<file path="config.mk">
export PLATFORM = sky130hd
export DESIGN_NAME = imem_arbiter
export DESIGN_NICKNAME = d
export VERILOG_FILES = /design/src/rtl/imem_arbiter.sv
export SDC_FILE = /design/constraint.sdc
export NUM_CORES = 1
export LEC_CHECK = 0
export ABC_AREA = 1
export CORE_MARGIN = 5
export CORE_UTILIZATION = 20
export DETAILED_ROUTE_END_ITERATION = 7
export PLACE_DENSITY = 0.88
export SETUP_SLACK_MARGIN = 0.05
export SYNTH_ARGS = -nofsm -noshare
export SYNTH_HDL_FRONTEND = slang
export SYNTH_SLANG_ARGS = --single-unit
</file>
<file path="constraint.sdc">
create_clock -name clk -period 1.6 [get_ports clk]
set_input_delay 0.32 -clock clk [delete_from_list [all_inputs] [get_ports clk]]
set_output_delay 0.32 -clock clk [all_outputs]
set_load 0.01 [all_outputs]
</file>
<file path="src/rtl/imem_arbiter.sv">
// imem_arbiter: round-robin sharing of the single-port instruction RAM between fetch and debug
module imem_arbiter #(
   parameter int ADDR_W  = 16,
   parameter int DATA_W  = 32,
   parameter int RAM_LAT = 1
) (
   input  logic              clk,
   input  logic              reset,
   input  logic              f_req,
   input  logic [ADDR_W-1:0] f_addr,
   output logic              f_gnt,
   output logic              f_rvalid,
   output logic [DATA_W-1:0] f_rdata,
   input  logic              d_req,
   input  logic              d_we,
   input  logic [ADDR_W-1:0] d_addr,
   input  logic [DATA_W-1:0] d_wdata,
   output logic              d_gnt,
   output logic              d_rvalid,
   output logic [DATA_W-1:0] d_rdata,
   output logic              ram_en,
   output logic              ram_we,
   output logic [ADDR_W-1:0] ram_addr,
   output logic [DATA_W-1:0] ram_wdata,
   input  logic [DATA_W-1:0] ram_rdata
);
   logic               w_gnt_f, w_gnt_d, w_rd;
   logic               r_last;
   logic [RAM_LAT-1:0] r_vld, r_own;
   // grant the sole requester, or on contention the one not served last (r_last=1 means debug)
   always_comb begin
      w_gnt_f = ~reset & f_req & (~d_req | r_last);
      w_gnt_d = ~reset & d_req & (~f_req | ~r_last);
      w_rd    = w_gnt_f | (w_gnt_d & ~d_we);
   end
   assign f_gnt     = w_gnt_f;
   assign d_gnt     = w_gnt_d;
   assign ram_en    = w_gnt_f | w_gnt_d;
   assign ram_we    = w_gnt_d & d_we;
   assign ram_addr  = w_gnt_d ? d_addr : f_addr;
   assign ram_wdata = d_wdata;
   assign f_rdata   = ram_rdata;
   assign d_rdata   = ram_rdata;
   assign f_rvalid  = r_vld[RAM_LAT-1] & ~r_own[RAM_LAT-1];
   assign d_rvalid  = r_vld[RAM_LAT-1] & r_own[RAM_LAT-1];
   // round-robin pointer remembers who received the most recent grant
   always_ff @(posedge clk or posedge reset)
      if (reset) r_last <= 1'b1;
      else if (w_gnt_f | w_gnt_d) r_last <= w_gnt_d;
   // owner pipeline aligned with RAM latency; writes enter as invalid slots
   always_ff @(posedge clk or posedge reset)
      if (reset) begin
         r_vld <= '0;
         r_own <= '0;
      end else begin
         r_vld[0] <= w_rd;
         r_own[0] <= w_gnt_d;
         for (int i = 1; i < RAM_LAT; i++) begin
            r_vld[i] <= r_vld[i-1];
            r_own[i] <= r_own[i-1];
         end
      end
endmodule

</file>
# Word level (Yosys, flattened, before mapping)
# Index checks and enable logic that the tools add are counted.
[word_totals]
regBits = 3
output_inout_bits = 118
in_bits = 101
elab_cells = 22
[op_classes]
muxes = 1
bitwise = 18
[ops]
columns = ["operator", "n"]
rows = [
  ["$mux W16", 1],
  ["$and A1 B1 Y1", 8],
  ["$not A1 Y1", 6],
  ["$or A1 B1 Y1", 4],
]

# Depth between registers and ports, before layout
[depth]
depth_word = 5
depth_mapped = 5
mapped_depth_nobuf = 4

# Worst setup path after synthesis
# Ideal clock, no wire load.
[synth_path]
kind = "reg-to-output"
startpoint = "reg r_last"
endpoint = "out ram_addr[10]"
slack_ps = 289
t_required_ps = 1280
n_path_buf = 1
stages_incl_launch_ff = 6
arrival_ps = 991
cell_sequence = "dfstp_2 -> nand2_4 -> nand3_4 -> buf_6 -> nand2_1 -> nand2_1"
[synth_via]
elab_chain_len = 4
[synth_rtl]
columns = ["element", "line", "source"]
rows = [
  ["start, declared", "28", "logic r_last;"],
  ["start signal, assigned", "49", "else if (w_gnt_f | w_gnt_d) r_last <= w_gnt_d;"],
  ["$not A1 Y1", "33", "w_gnt_d = ~reset & d_req & (~f_req | ~r_last);"],
  ["$or A1 B1 Y1", "33", ""],
  ["$and A1 B1 Y1", "33", ""],
  ["$mux W16", "40", "assign ram_addr = w_gnt_d ? d_addr : f_addr;"],
  ["end, declared", "23", "output logic [ADDR_W-1:0] ram_addr,"],
]
# Every way passes these cells.

# Final worst setup path
[layout_path]
startpoint = "reg r_last"
endpoint = "out ram_addr[13]"
# The elaborated chain is that of the path after synthesis.

==> qor.txt <==
Syn Area/Cell = 6.71 µm²
WP data arrival = 1350 ps
Residual DRC = 0
fillers = 640
clk slew on worst S/H paths = 30 ps
ANT cells = 0
leak pwr = 0.686 nW
largest area contributor in the netlist = buf_4
most frequent cells in the layout = 37 x nand2_1, 33 x clkdlybuf4s50_1, 17 x nand4_1
Ports = 219
clk root buf = clkbuf_8
Via density = 3.98
Synthesis Warnings = 0
WS Path Type = reg -> out
gr usage total = 9.09%
die height = 86.4 µm
f_max = 599 MHz
Finish-stage setup viols = 19
Worst Setup SP = r_last$_DFFE_PP1P_
post-route ant nets = 0
commonest non-fill, non-tap cell in the layout = nand2_1
routing usage on met2 = 15.4%
full die area = 7460 µm²
layout cells sized above 1 = 36.1%
final core utilization = 24.4%
Skew-Pair Late Insertion Delay = 210 ps
DR iter-0 viols = 24
Hold Path Class = in -> reg
setup TNS = -656 ps
clk_skew = 0.231 ps
Multi-input gate area = 373 µm²
first-pass GRT wire length = 5.22 mm
top cells by area, synth = buf_4 62%, nand2_1 13%, nand4_1 9.1%
critical path fanouts, max = 6
Startpoint Class = register
GPL Wtd Cong = 0.694
Reg power frac = 13.6%
CTS tree = done
register area share after synthesis = 6.54%
post-route cell area = 1360 µm²
Psw = 0.217 mW
Final WS setup = -68.8 ps
clock sink total = 3
FF-to-FF Start = r_last$_DFFE_PP1P_
row count = 27
Fin. Hold Viols = 0
Clk pwr share = 30.9%
routed via count = 915
post-placement worst setup slack = -619 ps
largest net degree at the start of global routing = 11
core area = 5570 µm²
flops & latches, synth = 3
antenna violations before repair = 0
Tightest Pin Transition = 232 ps
max-slew violations = 0
met1 usage = 9.51%
post-synthesis compound-gate area fraction = 0%
drt first pass iters = 3
total CTS buffers = 3
pwr dens = 509 nW/µm²
Routed WL per cell = 15.2 µm
layout net count = 260
placed instance area = 1200 µm²
Remaining Overflow, GRT = 0
Final Cycle Share = 104%
Max Cap Viol = 0
Post-DP HPWL = 2.48 mm
outcome = finished with violations
gr busiest metal = met2
PortBufs = 58
multiplexer share of the synthesized area = 0%
Required @ worst endpoint = 1280 ps
grt met3 use = 2.57%
Synth top area share = 62.4%
deepest clock path buffer count = 2
hold_sp = d_req
fin crit period = 1670 ps
initial cell density of the core = 20.9%
Adder-Cell Fraction of Synth Area = 0%
final wirelength = 3.51 mm
Post-Synth XOR/XNOR Area = 0%
Synth Area in Simple Gates = 25.6%
main combinational cell family by area after synthesis = buffers and inverters
cells after synthesis = 174
Logic pwr share = 55.5%
Synth Cell Area = 1170 µm²
Syn Nets = 275
DIE WIDTH = 86.4 µm
RSZ-0062 raised after global routing = yes
worst vdd ir = 0.105 mV
failing checks = negative setup slack
htree depth = 1
Layout Area Growth over Synthesis = 16.6%
critical path endpoint category = primary output
Switching Fraction = 31.3%
Reg area = 76.3 µm²
cts hold-fix bufs = 0
synth unique cells = 12
vias in the first global route = 923
Slew HR = 84.6%
Internal = 0.476 mW
## cell families after synthesis
| logic type | count (synthesis) |
|---|---|
| flops | 3 |
| simple gates | 62 |
| buf+inv | 109 |
## timing repair
action / 4_1_cts / 5_1_grt
pin swaps: 15 / 1
gates cloned: 4 / 0
endpoints found under the setup margin: 21 / 21
buffers inserted: 7 / 2
gates resized for setup: 98 / 12
## layout make-up
| cell class | instances | area share [%] |
|---|---|---|
| sequential | 3 | 5.61 |
| inverter | 7 | 2.30 |
| tap | 72 | 6.62 |
| clock buffer | 4 | 3.31 |
| multi-input combinational | 65 | 27.4 |
| timing repair buffer | 79 | 54.8 |
## worst max-delay path, cell delays in order, from the launching register on
cell     delay, ps
dfstp_2        570
nand2_8        110
nand3_4        130
buf_6          110
nand2_2         30
nand2_1         40
buf_2          120
## power groups by stage
stage	Sequential (mW)	Clock, mW	Combinational (mW)
floorplan	0.0916	0	0.363
detailed placement	0.0927	0	0.355
finish	0.0940	0.214	0.385
CTS	0.0945	0.222	0.377
global route	0.0951	0.230	0.417
global placement	0.0934	0	0.349
## worst paths after layout
check                                     end  slack [ps]  cells after the start
max in group asynchronous  r_last$_DFFE_PP1P_         860                      4
min in group asynchronous     r_vld$_DFF_PP0_         550                      4
setup reg to reg              r_vld$_DFF_PP0_         280                      8
hold / removal             r_last$_DFFE_PP1P_         480                      3
hold reg to reg            r_last$_DFFE_PP1P_         740                      4
setup / recovery                 ram_addr[13]         -70                      6
## cell usage after synthesis
cell and n:
nand2_1 39, nand4_1 17, inv_1 7, dfrtp_1 2, nand2_4 1, buf_2 3
buf_6 2, buf_4 97, nand3_1 2, nand3_4 1, dfstp_2 1, nor2_1 2
## layer usage
layer  up-vias  part of all wire (%)
li1        427                     -
met1       417                    35
met2        48                    51
met3        23                   9.1
met4         0                   4.7
met5         -                     0
## registers in the layout, summed over array words and instances (netlist names)
| register | flops |
|---|---|
| r_last | 1 |
| r_vld | 1 |
| r_own | 1 |
## per-stage QoR
step	power, mW	cells	hold WS (ps)
2_1_floorplan	0.455	174	305
3_3_place_gp	0.443	214	631
3_5_place_dp	0.448	214	620
4_1_cts	0.693	229	490
5_1_grt	0.743	230	522
6_report	0.693	230	480
No activity file was read; power rests on OpenSTA's default activity.
